**config.mk**
```make
export PLATFORM = sky130hd
export DESIGN_NAME = stack_arbiter
export DESIGN_NICKNAME = d
export VERILOG_FILES = /design/src/rtl/stack_arb_pkg.sv /design/src/rtl/stack_arbiter_rr.sv /design/src/rtl/stack_arbiter.sv
export SDC_FILE = /design/constraint.sdc
export NUM_CORES = 1
export LEC_CHECK = 0
export ABC_AREA = 1
export CAP_MARGIN = 20
export CORE_ASPECT_RATIO = 1.5
export CORE_MARGIN = 3
export CORE_UTILIZATION = 34
export DETAILED_ROUTE_END_ITERATION = 7
export HOLD_SLACK_MARGIN = 0.05
export MAX_ROUTING_LAYER = met4
export PLACE_DENSITY = 0.88
export SYNTH_ARGS = -nofsm -noshare
export SYNTH_HDL_FRONTEND = slang
export SYNTH_HIERARCHICAL = 1
export SYNTH_SLANG_ARGS = --single-unit
```
**constraint.sdc**
```tcl
create_clock -name clk -period 3.2 [get_ports clk]
set_clock_uncertainty 0.15 [all_clocks]
set_input_delay 0.32 -clock clk [delete_from_list [all_inputs] [get_ports clk]]
set_output_delay 0.32 -clock clk [all_outputs]
set_load 0.03 [all_outputs]
```
**src/rtl/stack_arb_pkg.sv**
```systemverilog
// ---------------------------------------------------------------------------
// stack_arb_pkg
// Shared constants for the stack arbiter and its round-robin sub-arbiter.
//   OP_PUSH / OP_POP : encoding of a requester's req_op bit
//   ERR_DATA         : response data returned for a rejected operation
//   DATA_W_DEFAULT   : default operand width (matches the stack)
//   id_width()       : requester-ID width, never narrower than 1 bit
// ---------------------------------------------------------------------------
package stack_arb_pkg;

  localparam int DATA_W_DEFAULT = 32;

  localparam logic OP_PUSH = 1'b1;
  localparam logic OP_POP  = 1'b0;

  localparam logic [31:0] ERR_DATA = 32'hDEAD_BEAD;

  // $clog2(1) is 0, which would give zero-width ID ports; clamp to 1 bit.
  function automatic int id_width(input int n);
    return (n > 1) ? $clog2(n) : 1;
  endfunction

endpackage

```
**src/rtl/stack_arbiter_rr.sv**
```systemverilog
// ---------------------------------------------------------------------------
// rr_arbiter
// Combinational round-robin arbiter. The search starts just after the index
// held in ptr and wraps modulo NREQ; the first requesting index wins.
// Ports:
//   req     in  NREQ  request vector
//   ptr     in  ID_W  index of the last winner (highest priority goes to ptr+1)
//   gnt     out NREQ  one-hot grant (all zero when nothing requests)
//   winner  out ID_W  index of the granted requester (0 when none)
//   any_gnt out 1     a grant was issued
// The pointer register lives in the caller so the block can be reused by any
// shared-resource controller that decides for itself when a grant is taken.
// ---------------------------------------------------------------------------
module rr_arbiter
  import stack_arb_pkg::*;
#(
  parameter int NREQ = 4,
  parameter int ID_W = id_width(NREQ)
) (
  input  logic [NREQ-1:0] req,
  input  logic [ID_W-1:0] ptr,
  output logic [NREQ-1:0] gnt,
  output logic [ID_W-1:0] winner,
  output logic            any_gnt
);

  int              idx;
  logic [ID_W-1:0] idx_w;

  always_comb begin
    gnt     = '0;
    winner  = '0;
    any_gnt = 1'b0;
    idx     = 0;
    idx_w   = '0;
    // Offsets 1..NREQ visit every index exactly once, ending at ptr itself,
    // so the last winner has lowest priority.
    for (int off = 1; off <= NREQ; off++) begin
      idx = int'(ptr) + off;
      if (idx >= NREQ) idx = idx - NREQ;
      idx_w = ID_W'(idx);
      if (!any_gnt && req[idx_w]) begin
        any_gnt    = 1'b1;
        gnt[idx_w] = 1'b1;
        winner     = idx_w;
      end
    end
  end

endmodule

```
**src/rtl/stack_arbiter.sv**
```systemverilog
// ---------------------------------------------------------------------------
// stack_arbiter
// Shares one LIFO stack between NREQ requesters. Each cycle at most one
// request is granted (round robin) and issued to the stack port; the response
// (pop data, zero for a push, or an error) appears one cycle later.
//
// Handshake: a requester holds req[i] (with req_op[i] and its req_data slice
// stable) until it sees gnt[i] high; the request is consumed at the clock
// edge that ends that cycle. resp_valid is a one-cycle pulse carrying the
// result of the operation granted in the previous cycle; there is no
// backpressure on the response.
//
// Ports:
//   clk, rst               clock, synchronous active-high reset
//   req/req_op/req_data    per-requester request, op (1=push 0=pop), operand
//   gnt                    one-hot combinational grant
//   resp_valid/id/data/err registered response
//   stk_push/stk_pop/stk_data_in   command port to the stack
//   stk_data_out/stk_ready/stk_valid  stack top, not-full, not-empty
// ---------------------------------------------------------------------------
module stack_arbiter
  import stack_arb_pkg::*;
#(
  parameter int NREQ   = 4,
  parameter int DATA_W = DATA_W_DEFAULT,
  parameter int ID_W   = id_width(NREQ)
) (
  input  logic                   clk,
  input  logic                   rst,
  input  logic [NREQ-1:0]        req,
  input  logic [NREQ-1:0]        req_op,
  input  logic [NREQ*DATA_W-1:0] req_data,
  output logic [NREQ-1:0]        gnt,
  output logic                   resp_valid,
  output logic [ID_W-1:0]        resp_id,
  output logic [DATA_W-1:0]      resp_data,
  output logic                   resp_err,
  output logic                   stk_push,
  output logic                   stk_pop,
  output logic [DATA_W-1:0]      stk_data_in,
  input  logic [DATA_W-1:0]      stk_data_out,
  input  logic                   stk_ready,
  input  logic                   stk_valid
);

  logic [ID_W-1:0]   rr_ptr;
  logic [NREQ-1:0]   arb_gnt;
  logic [ID_W-1:0]   winner;
  logic              arb_any;
  logic              granted;
  logic              win_op;
  logic [DATA_W-1:0] win_data;
  logic              issue_err;

  rr_arbiter #(
    .NREQ (NREQ),
    .ID_W (ID_W)
  ) u_rr (
    .req     (req),
    .ptr     (rr_ptr),
    .gnt     (arb_gnt),
    .winner  (winner),
    .any_gnt (arb_any)
  );

  // Reset masks the grant so an operation seen during reset is never issued
  // and the requester simply keeps waiting.
  assign granted  = arb_any & ~rst;
  assign gnt      = rst ? '0 : arb_gnt;
  assign win_op   = req_op[winner];
  assign win_data = req_data[int'(winner)*DATA_W +: DATA_W];

  // Stack command: push and pop are mutually exclusive because they decode
  // the same single winner's op bit.
  always_comb begin
    stk_push    = 1'b0;
    stk_pop     = 1'b0;
    stk_data_in = '0;
    issue_err   = 1'b0;
    if (granted) begin
      if (win_op == OP_PUSH) begin
        if (stk_ready) begin
          stk_push    = 1'b1;
          stk_data_in = win_data;
        end else begin
          issue_err = 1'b1;
        end
      end else begin
        if (stk_valid) stk_pop   = 1'b1;
        else           issue_err = 1'b1;
      end
    end
  end

  // Round-robin pointer: moves to the winner, holds when idle.
  always_ff @(posedge clk) begin
    if (rst) begin
      rr_ptr <= ID_W'(NREQ - 1);
    end else if (granted) begin
      rr_ptr <= winner;
    end
  end

  // Response register. The pop value is captured from stk_data_out in the
  // grant cycle, i.e. before the stack drops its top at the same edge.
  always_ff @(posedge clk) begin
    if (rst) begin
      resp_valid <= 1'b0;
      resp_id    <= '0;
      resp_data  <= '0;
      resp_err   <= 1'b0;
    end else begin
      resp_valid <= granted;
      if (granted) begin
        resp_id  <= winner;
        resp_err <= issue_err;
        if (issue_err)    resp_data <= DATA_W'(ERR_DATA);
        else if (stk_pop) resp_data <= stk_data_out;
        else              resp_data <= '0;
      end
    end
  end

endmodule

```
Yosys cells after proc, flatten, opt, wreduce, memory -nomap -nowiden
Index checks and enable logic that the tools add are counted.

Bits in registers: 38. Output and inout bits: 74. Logic and storage cells: 92. Input port bits: 172.

Reduce and logical (&&, ||, !) cells: 10. Mux-type cells: 50. Magnitude comparators: 13. $add $sub $neg: 8. Bitwise gates (word level): 5. Shift-type cells: 1.

Operator list (number): $mux W32 (5); $shiftx A128 B8 Y32 (1); $mux W1 (23); $mux W4 (5); $mux W2 (8); $lt A2 B3 Y1 const B (5); $or A4 B4 Y4 (3); $bmux W1 S2 (5); $ge A3 B3 Y1 const B (3); $demux W1 S2 (4); $ge A2 B1 Y1 const B (4); $sub A2 B1 Y2 const B (4); $logic_and A1 B1 Y1 (7); $add A2 B2 Y3 const B (2); $add A2 B3 Y4 const B (1); $ge A4 B3 Y1 const B (1); $add A2 B1 Y3 const B (1); $logic_not A1 Y1 (3); $and A1 B1 Y1 (1); $not A1 Y1 (1).

Logic depth before layout (Yosys ltp)
Gate-level depths: netlist of run 1.

Depth in word-level cells: 21. Depth in mapped cells: 19.

By module
The synthesis of run 1 kept the hierarchy.

Modules (own cells, without submodules): stack_arbiter (area an instance 2721.4 um2, times used 1, seq. area each 760.7 um2, cells an instance 483); rr_arbiter (area an instance 457.9 um2, times used 1, seq. area each 0.0 um2, cells an instance 74).

Least setup slack after synthesis of run 1
Ideal clock, no wire load.

Path type: register to output. Start point: register rr_ptr[0]. End point: output port stk_data_in[10]. Data arrival time: 2.834 ns. Buffers on the path: 1. Required time: 2.730 ns. Cell stages (with the launch flop): 16. Path slack: -0.104 ns. Cells stage by stage: dfxtp_1 > inv_2 > ha_1 > inv_1 > nand2_2 > nand2_2 > nor2_2 > nor2_1 > a21oi_2 > nand2_1 > nand3_1 > nand3_2 > nor2_4 > inv_2 > buf_2 > a21oi_1.

Cells in the longest elaborated chain, start to end: 19. Elaborated cells between the ends (all ways): 45.

Ends and longest elaborated chain: start: declaration (RTL line stack_arbiter.sv:46) `logic [ID_W-1:0] rr_ptr;`; start signal: assignment (RTL line stack_arbiter.sv:98) `rr_ptr <= ID_W'(NREQ - 1);`; start signal: assignment (RTL line stack_arbiter.sv:100) `rr_ptr <= winner;`; $add A2 B1 Y3 (RTL line stack_arbiter_rr.sv:39) `idx = int'(ptr) + off;`; $ge A3 B3 Y1 or $sub A2 B1 Y2 (tied branches) (RTL line stack_arbiter_rr.sv:40) `if (idx >= NREQ) idx = idx - NREQ;`; $mux W2 (RTL line stack_arbiter_rr.sv:40); $bmux W1 S2 (RTL line stack_arbiter_rr.sv:42) `if (!any_gnt && req[idx_w]) begin`; $mux W1 (implied by the code) (RTL line stack_arbiter_rr.sv:42); $mux W1 (RTL line stack_arbiter_rr.sv:42); $logic_not A1 Y1 (RTL line stack_arbiter_rr.sv:42); $logic_and A1 B1 Y1 (RTL line stack_arbiter_rr.sv:42); (+4 left out); $logic_not A1 Y1 (RTL line stack_arbiter_rr.sv:42); $logic_and A1 B1 Y1 (RTL line stack_arbiter_rr.sv:42); $mux W2 * (RTL line stack_arbiter_rr.sv:42); named net winner[0] (RTL line stack_arbiter.sv:48) `logic [ID_W-1:0] winner;`; $shiftx A128 B8 Y32 or $bmux W1 S2 (tied branches) (RTL line stack_arbiter.sv:71, stack_arbiter.sv:70); $mux W32 or $mux W1 (tied branches) (RTL line stack_arbiter.sv:82, stack_arbiter.sv:70); $mux W32 * (RTL line stack_arbiter.sv:81) `if (win_op == OP_PUSH) begin`; $mux W32 * (RTL line stack_arbiter.sv:80) `if (granted) begin`; end: declaration (RTL line stack_arbiter.sv:40) `output logic [DATA_W-1:0] stk_data_in,`.

The timed path passes the listed nets; every way through them passes the cells marked *. The select of a mux whose other input is x is not followed.

Worst setup path in the final report of run 1
Start point: register rr_ptr[0]. End point: output port stk_data_in[27].

The elaborated chain is that of the path after synthesis.

==> results of run 1 <==
-- area by class of cell --
type | count | area share
clock inverters | 3 | 0.007296
flip-flops and latches | 38 | 0.1236
well taps | 110 | 0.02229
multi-input cells | 437 | 0.3537
repair buffers | 278 | 0.4406
clock buffers | 5 | 0.02027
inverters | 43 | 0.02939
repair inverters | 2 | 0.002837
-- cell usage in the layout (no fill, tap or decap), types with 2 or more instances in the layout --
| master | instances |
|---|---|
| sky130_fd_sc_hd__a21boi_0 | 4 |
| sky130_fd_sc_hd__a21oi_1 | 32 |
| sky130_fd_sc_hd__a21oi_2 | 5 |
| sky130_fd_sc_hd__buf_12 | 4 |
| sky130_fd_sc_hd__buf_4 | 57 |
| sky130_fd_sc_hd__buf_6 | 4 |
| sky130_fd_sc_hd__clkbuf_16 | 6 |
| sky130_fd_sc_hd__clkdlybuf4s50_1 | 210 |
| sky130_fd_sc_hd__clkinvlp_4 | 2 |
| sky130_fd_sc_hd__dfxtp_1 | 36 |
| sky130_fd_sc_hd__dfxtp_2 | 2 |
| sky130_fd_sc_hd__ha_1 | 7 |
| sky130_fd_sc_hd__inv_1 | 34 |
| sky130_fd_sc_hd__inv_2 | 5 |
| sky130_fd_sc_hd__inv_4 | 3 |
| sky130_fd_sc_hd__inv_6 | 2 |
| sky130_fd_sc_hd__nand2_1 | 96 |
| sky130_fd_sc_hd__nand2_2 | 11 |
| sky130_fd_sc_hd__nand2_4 | 3 |
| sky130_fd_sc_hd__nand3_1 | 34 |
| sky130_fd_sc_hd__nand3_2 | 8 |
| sky130_fd_sc_hd__nand4_1 | 26 |
| sky130_fd_sc_hd__nor2_1 | 134 |
| sky130_fd_sc_hd__nor2_2 | 2 |
| sky130_fd_sc_hd__nor2_4 | 3 |
| sky130_fd_sc_hd__nor2_8 | 2 |
| sky130_fd_sc_hd__o21ai_0 | 65 |
-- kinds of logic (layout without fill, tap and decap cells) --
kind of cell | Yosys count | in the layout
AOI/OAI and AO/OA | 109 | 109
adders and majority gates | 8 | 8
buffers and inverters | 82 | 331
DFF | 38 | 38
and+or+nand+nor | 320 | 320
-- repair_timing --
action	CTS	global route
resized for setup	8	32
setup buffers	1	11
setup endpoints to repair	32	33
cloned	0	3
endpoints found under the hold margin	0	0
pin swaps	1	9
hold buffers	0	0
-- through the flow --
step / hold slack [ns] / TNS, ns / worst slack (ns) / instance area, sq um / total power [W]
CTS: 0.3049 / 0 / 0.04582 / 5922 / 0.006100
global placement: 0.2879 / -0.06175 / -0.02586 / 5709 / 0.005359
global route: 0.3391 / -0.9082 / -0.05854 / 6173 / 0.007074
floorplan: 0.2731 / -3.126 / -0.1042 / 3179 / 0.003859
detailed placement: 0.2938 / -2.092 / -0.1023 / 5709 / 0.005451
finish: 0.3014 / 0 / 0.07116 / 6173 / 0.006554
-- power groups by stage --
stage	logic (W)	registers, W	clock network (W)
global route	0.00571	0.000764	0.000598
global placement	0.00462	0.000740	0
detailed placement	0.00470	0.000747	0
floorplan	0.00278	0.00108	0
CTS	0.00478	0.000741	0.000579
finish	0.00524	0.000744	0.000570
-- tightest hold or removal path: cells and delay by family, from the launching register on --
kind          cells  cell delay [ns]
simple gates      2             0.10
flops             1             0.31
-- path summary, 6_finish.rpt --
path              from         endpoint
max          rr_ptr[0]  stk_data_in[27]
min reg2reg   resp_err         resp_err
min           resp_err         resp_err
max reg2reg  rr_ptr[0]    resp_data[19]
-- sequential cells by signal, indices dropped and copies added, names as in the netlist --
register and flops:
resp_valid 1, resp_err 1, resp_id 2, rr_ptr 2, resp_data 32
-- routing by layer --
layer / GRT usage / vias up
met3: 0.04964 / 44
met4: 0.1044 / 0
met1: 0.2843 / 2109
li1: - / 2305
met2: 0.4492 / 252
met5: - / -
==> summary by stage, run 1 <==
Worst setup path
The setup check on the worst reg-to-reg path leaves a slack of 0.44 ns. Broken down by cell family, the worst path's largest delay share belongs to simple AND/OR/NAND/NOR gates. In this design, the stage delay of the slowest critical-path cell is 0.32 ns. Counting stages on the worst path, the most repeated cell is sky130_fd_sc_hd__nand3_2. The number of buffer and inverter stages on the critical path is 6. The cell type of the slowest stage on the worst timing path is sky130_fd_sc_hd__dfxtp_2. Of all nets on the critical path, the largest fanout is 16. The data arrival time of the critical path is between 2 and 3 ns. In this run the number of cells on the critical path is 17. The worst reg2reg path depth is 18. The worst setup path is launched from a flop. Walking the worst path, the cells encountered are buf_4 > nand2_1 > nand3_2 > nand2_4 > inv_4 > nor2_8 > nor2_2 > a21oi_4 > buf_6 > nand2_1 > nand3_2 > nand3_2 > nor2_4 > buf_12 > inv_6 > a21oi_1 > buf_4. At the worst endpoint, the required time is 2.73 ns. The worst setup path is captured at an output port. The critical setup path kind is flop to output port.

Placement
The count of buffers added on input and output ports is 245. The half-perimeter wire length after placement is 10970 microns. The total instance count after detailed placement is 893.

The final RePlAce weighted congestion is 0.9653.

Final layout
The ratio of cells with drive above 1 in the final layout is 0.1551. The number of inserted filler cells in the final layout is around 760. The count of cells in the finished layout, fillers not included, comes to 916. For this run, the share of the core covered by cells in the final layout is 0.6870. The area of the multi-input gates is 2183 sq um. The combined flip-flop and latch cell area is 763.2 sq um. The final antenna diode count is 0.

The post-layout net count is 985. Relative to the synthesized area, the layout overhead comes to 94.18%.

Yosys
The number of different library cells used by synthesis comes to 25. The summed instance area of the synthesized netlist is between 3000 and 4000 sq um. Of the total synthesized cell area, the portion taken by AND, OR, NAND and NOR gates is 0.4427. A synthesized cell averages 5.708 sq um. The number of instances in the synthesized netlist is 557.

The post-synth net total is approximately 740. For this run, the number of Yosys warnings is 6. Of the synthesized area, sequential elements account for 0.2393. The mux contribution to synthesized area is 0. After synthesis, the largest family of logic cells by area is simple AND/OR/NAND/NOR gates. The most frequently used flop master after synthesis is sky130_fd_sc_hd__dfxtp_1. For this run, asynchronously set or reset flops after synthesis account for 0. The synthesized-area fraction occupied by ao, oa, aoi and oai cells came to 0.1767. The biggest area contributor in the post-synthesis netlist is sky130_fd_sc_hd__dfxtp_1. The top-area cell type share of the netlist area is 0.2393. Counting instances in the post-synthesis netlist gives the leading cell types as sky130_fd_sc_hd__nor2_1 (136), sky130_fd_sc_hd__nand2_1 (103), sky130_fd_sc_hd__o21ai_0 (65). In this run, synthesis inferred 0 flip-flops with an integrated enable. Of the total synthesized cell area, the portion taken by full adders, half adders and majority gates is 0.03148. The number of flip-flops and latches in the synthesized netlist is 38.

Ranked by total cell area, the synthesized netlist is headed by sky130_fd_sc_hd__dfxtp_1 (24%), sky130_fd_sc_hd__nor2_1 (16%), sky130_fd_sc_hd__nand2_1 (12%), sky130_fd_sc_hd__o21ai_0 (10%), sky130_fd_sc_hd__nand3_1 (6.1%). In the post-synthesis netlist, the cell with the most instances is sky130_fd_sc_hd__nor2_1. The area share of xor/xnor cells in the synthesized design is 0.

Floorplan
The total core area is 8986 sq um. In this run the core area contains 42 standard-cell rows. The floorplan step set the die width to between 80 and 90 microns. From bottom edge to top edge, the die measures 124.4 microns. roughly 250 I/O pins were placed.

The initial utilization of the core area, before any placement, comes to 0.3538. The overall die area is 10570 sq um.

CTS
TritonCTS built the clock tree. In this run, CTS created clock tree buffers numbering 5. The maximum clock insertion buffer count is 2. The clock reaches the later pin of the worst-skew pair after 0.28 ns. The tree is rooted in a sky130_fd_sc_hd__clkbuf_16. The H-tree was split into 2 levels. After clock tree synthesis, the clock-pin slew on the worst setup and hold paths is 0.06 ns.

CTS saw 38 sinks.

Route
The count of vias placed by the detailed router is between 4k and 5k. The first TritonRoute pass finished after 5 iterations. The first routing iteration left between 200 and 250 violations. The wire length on met1 is 5713 microns. After detailed routing, the met2 layer carries 7543 microns of wire. The count of nets left with antenna violations after detail routing is 0. Wire segments on met3 add up to 1116 microns in the final route.

For this block, the routed nets add up to 14990 microns of wire. Using the TritonRoute via totals, the vias-per-cell ratio works out to 5.142. After detailed routing, the number of remaining DRC violations is 0.

The per-cell routed wire length is 16.36 microns. The top routing layer in use is met4.

Power and ir drop
The share of total power dissipated in the clock network is 0.087. The maximum vdd ir drop is 0.0008448 V. Dividing total power by cell area gives a power density of between 1000 and 1500 nW/um^2. The fraction of power consumed by sequential logic is 0.113. The total internal power is 0.003064 W.

Of the total power, the share spent switching nets is 0.5325. The switching component of the power is 0.003490 W. The static leakage is roughly 2.8 nW. The share of total power dissipated in combinational logic is 0.800.

Min path
The class of the worst hold path is flop to flop. The instance count along the most critical hold path is 2.

Timing
The total count of hold-check failures in the final report is 0. In the finished design, the share of the clock period the worst path needs comes to 0.9778. For the pin with the worst max-slew slack, the measured transition is about 0.70 ns. Timing would allow up to roughly 320 MHz. The number of slew-limit violations in the final report is 0. The minimum clock period after layout is between 3 and 4 ns. The worst slew margin relative to its limit is 0.5308. Setup violations remaining at the end of the flow were counted as 0.

Global route
The initial antenna violation count came to 0. The wire length of the first global-routing pass is approximately 22000 microns. Entering global routing, the biggest net connects 65 pins. Across every metal layer, demand over resource in global routing totals 0.2584. Summed over all layers, the global routing overflow is 0. The number of global-route vias before repair is between 4k and 5k.

Run
The tool flagged a number of max-cap violations equal to 0.

Outcome
The flow ran to the end, and the final reports show no timing, DRC or antenna violations.
No activity file was read; power rests on OpenSTA's default activity.
==> run 2, diff against run 1 <==
Settings changed: CORE_UTILIZATION 34 to 36, SYNTH_HIERARCHICAL 1 to default.
==> summary by stage, run 2 <==
Final layout
The area added between synthesis and finish is 93.57%. The number of standard cells in the final layout excluding fillers is 933. The largest registers in the layout are resp_data x32, resp_id x2, rr_ptr x2. The post-layout net count is 1000. Of the cells placed in the final design, the portion with a size suffix greater than 1 is 0.1876.

The final standard cell area without fillers is 6815 sq um. The final antenna diode count is 0. In the layout the commonest cells are sky130_fd_sc_hd__clkdlybuf4s50_1 (207), sky130_fd_sc_hd__nand2_1 (142), sky130_fd_sc_hd__inv_1 (104), sky130_fd_sc_hd__buf_4 (38), sky130_fd_sc_hd__nand3_1 (37). The library cell used most frequently in the layout, excluding fill and tap cells, is sky130_fd_sc_hd__clkdlybuf4s50_1. The post-layout utilization of the core is 0.7239. More flip-flops sit in one register than any other, and that register is resp_data. The flip-flop count of the largest register after layout is 32.

Min path
The class of the worst hold path is flop to flop. Along the worst hold path, the cell count comes to 2.

CTS
TritonCTS created 5 clock buffers. In this run, post-CTS hold repair placed 0 buffers. The clock slew seen by the registers of the worst setup and hold paths is 0.06 ns.

The total number of H-tree levels is 2. The maximum clock insertion buffer count is 2. The clock network latency to the later pin of the worst-skew pair is ~0.28 ns. The clock net in this run drives a total of 38 sinks. The root buffer cell chosen for the clock tree is sky130_fd_sc_hd__clkbuf_16. TritonCTS built the clock tree.

Yosys
Among all cell types in the netlist, the one instantiated most often is sky130_fd_sc_hd__nand2_1. Counting flops and latches in the post-synthesis netlist gives 38. The number of enable flip-flop cells after synthesis is 0. The top-area cell type share of the netlist area is 0.2161. For this run, the number of Yosys warnings is 0. The share of the Yosys chip area taken by registers is 0.2161. Synthesis produced a netlist with a net count of 755. The share of async-settable or async-resettable flops after synthesis is 0. In this run the cell area of the synthesized design comes to 3521 sq um. Ranked by total cell area, the synthesized netlist is headed by sky130_fd_sc_hd__dfxtp_1 (22%), sky130_fd_sc_hd__nand2_1 (16%), sky130_fd_sc_hd__inv_1 (11%), sky130_fd_sc_hd__a21oi_2 (7.5%), sky130_fd_sc_hd__o211ai_1 (7.0%).

In this run, distinct cell masters in the synthesized netlist total 28. The commonest cells after synthesis are sky130_fd_sc_hd__nand2_1 (148), sky130_fd_sc_hd__inv_1 (105), sky130_fd_sc_hd__dfxtp_1 (38). The number of instances in the synthesized netlist is 575. The synthesized design spends more area on one cell type than any other, namely sky130_fd_sc_hd__dfxtp_1. The mean instance size in the synthesized netlist is 6.123 sq um. Among all flip-flop cells after synthesis, the most frequent one is sky130_fd_sc_hd__dfxtp_1.

Timing
Setup repair after global routing could not meet its margin everywhere. Measured against its own limit, the worst slew margin works out to 0.6853. The number of failing setup endpoints in the final timing report is 0.

The part of the cycle the worst path needs is 0.9921. The actual slew at the worst max-slew pin is 0.4671 ns. Across all setup checks in the final design, the least slack found is 0.02520 ns. The total count of hold-check failures in the final report is 0. Based on the critical path, the design can be clocked at up to about 310 MHz. The minimum clock period after layout is roughly 3.2 ns. The number of slew-limit violations in the final report is 0.

Global route
The first global-routing pass estimated between 20000 and 25000 microns of wire. The initial antenna violation count is 0. Entering global routing, the biggest net connects 56 pins.

The total overflow left after global routing is 0. The number of global-route vias before repair is approximately 4.6k. In the global route stage, overall resource usage came out at 0.2587.

Route
Once detail routing completed, the nets flagged for antenna violations numbered 0. In this run, the number of DRC markers left after iteration 0 of detailed routing was 170. Dividing the detail-routed via count by the number of cells gives 5.213. The detailed-route wire length is 15300 microns. The count of vias placed by the detailed router is 4864. Before antenna repair, the detailed router went through 5 iterations. For this run, design rule violations remaining after detail routing come to 0. In the final routed layout, each cell accounts on average for between 15 and 20 microns.

Worst setup path
The endpoint required time on the critical path is 2.73 ns. The critical setup path kind is flop to output port. STA puts the critical path data arrival time at 2.70 ns.

The worst reg2reg path depth is 18. Of all nets on the critical path, the largest fanout is 32. STA classifies the critical path startpoint as a flop.

The type of destination of the critical path is an output port.

Placement
Routability-driven placement finished with a final weighted congestion of 0.9676. Port buffering added 245 buffers. The worst setup timing slack at the placement stage is 0.02832 ns.

The total instance count after detailed placement is 916. The half-perimeter wire length after placement is 11170 microns. Summing all placed instances gives a cell area of 6259 sq um.

Floorplan
For this design the top-level I/O count stands at around 250. The floorplan step set the die height to 127.1 microns. In this run the horizontal extent of the chip is 86.75 microns.

The total core area is 9415 sq um. The overall die area is 11030 sq um. After floorplanning, the core was divided into 43 placement rows.

The initial core utilization is 0.3740.

Power and ir drop
The total power is about 0.009 W. For this design the static power due to leakage is 3.149 nW. Dividing total power by cell area gives a power density of 1332 nW/um^2. Across the VDD grid, the largest voltage drop is ~0.0010 V.

Run
The number of violations of the max-capacitance limit is 0.

Outcome
The run finished with clean final reports.
==> run 2: cell count changes after synthesis, sizes merged, moves of 4 or more <==
| cell | change |
|---|---|
| a21boi | -4 |
| a21oi | +29 |
| inv | +67 |
| nand2 | +46 |
| nand4 | -6 |
| nor2 | -131 |
| o211ai | +33 |
| o21ai | -25 |
==> run 2: area by class of cell <==
cell class              instances  area [sq um]
inverters                     111         419.2
multi-input cells             388          2323
well taps                     112         140.1
fillers                       672          2600
clock inverters                 3         68.82
clock buffers                   5         125.1
repair buffers                276          2975
flip-flops and latches         38         763.2
==> run 2: critical path, stage by stage (launching register included) <==
cell	delay (ns)
sky130_fd_sc_hd__dfxtp_2	0.34
sky130_fd_sc_hd__inv_2	0.05
sky130_fd_sc_hd__ha_4	0.29
sky130_fd_sc_hd__inv_1	0.08
sky130_fd_sc_hd__nand3_1	0.09
sky130_fd_sc_hd__nand2_1	0.09
sky130_fd_sc_hd__buf_4	0.17
sky130_fd_sc_hd__nand2_1	0.06
sky130_fd_sc_hd__nand2_1	0.11
sky130_fd_sc_hd__nand2_2	0.11
sky130_fd_sc_hd__o21ai_4	0.09
sky130_fd_sc_hd__buf_12	0.14
sky130_fd_sc_hd__buf_16	0.17
sky130_fd_sc_hd__a21oi_1	0.12
sky130_fd_sc_hd__o21ai_0	0.13
sky130_fd_sc_hd__a21oi_2	0.18
sky130_fd_sc_hd__buf_4	0.18
==> run 2: final timing paths <==
| kind | from | to | slack (ns) |
|---|---|---|---|
| max reg2reg | rr_ptr[1] | resp_data[16] | 0.42 |
| min reg2reg | resp_data[4] | resp_data[4] | 0.30 |
| min | resp_data[4] | resp_data[4] | 0.30 |
| max | rr_ptr[1] | stk_data_in[7] | 0.03 |
==> run 2: metrics by stage <==
step / setup TNS [ns] / hold slack [ns]
floorplan: 0 / 0.2391
global placement: 0 / 0.2864
detailed placement: 0 / 0.2919
CTS: 0 / 0.3063
global route: -1.188 / 0.3193
finish: 0 / 0.3036
==> run 2: where the power goes <==
part / internal (W) / leakage, nW / switching, W
sequential: 0.000691 / 0.314 / 0.000115
clock: 0.000448 / 0.0940 / 0.000195
combinational: 0.00302 / 2.74 / 0.00460
==> run 2: what timing repair did <==
action                                  in CTS  in global routing
endpoints found under the setup margin      33                 33
buffers inserted                             1                  5
pin swaps                                    3                 10
gates resized for setup                      6                 59
cloned                                       1                  2
==> run 2: logic make-up (layout without fill, tap and decap cells) <==
group / after synthesis / count (layout) / synth area share
flip-flops: 38 / 38 / 0.2161
buffers and inverters: 149 / 395 / 0.1795
AO/OA/AOI/OAI: 148 / 148 / 0.2715
adder cells (fa/ha/maj): 8 / 8 / 0.02843
AND/OR/NAND/NOR: 232 / 232 / 0.3045
==> run 2: per-layer routing <==
metal / GRT usage / vias to the layer above / share of wire
met5: - / - / 0
met4: 0.08807 / 0 / 0.027
met3: 0.08000 / 34 / 0.11
met2: 0.4319 / 274 / 0.48
met1: 0.2900 / 2199 / 0.38
li1: - / 2357 / -
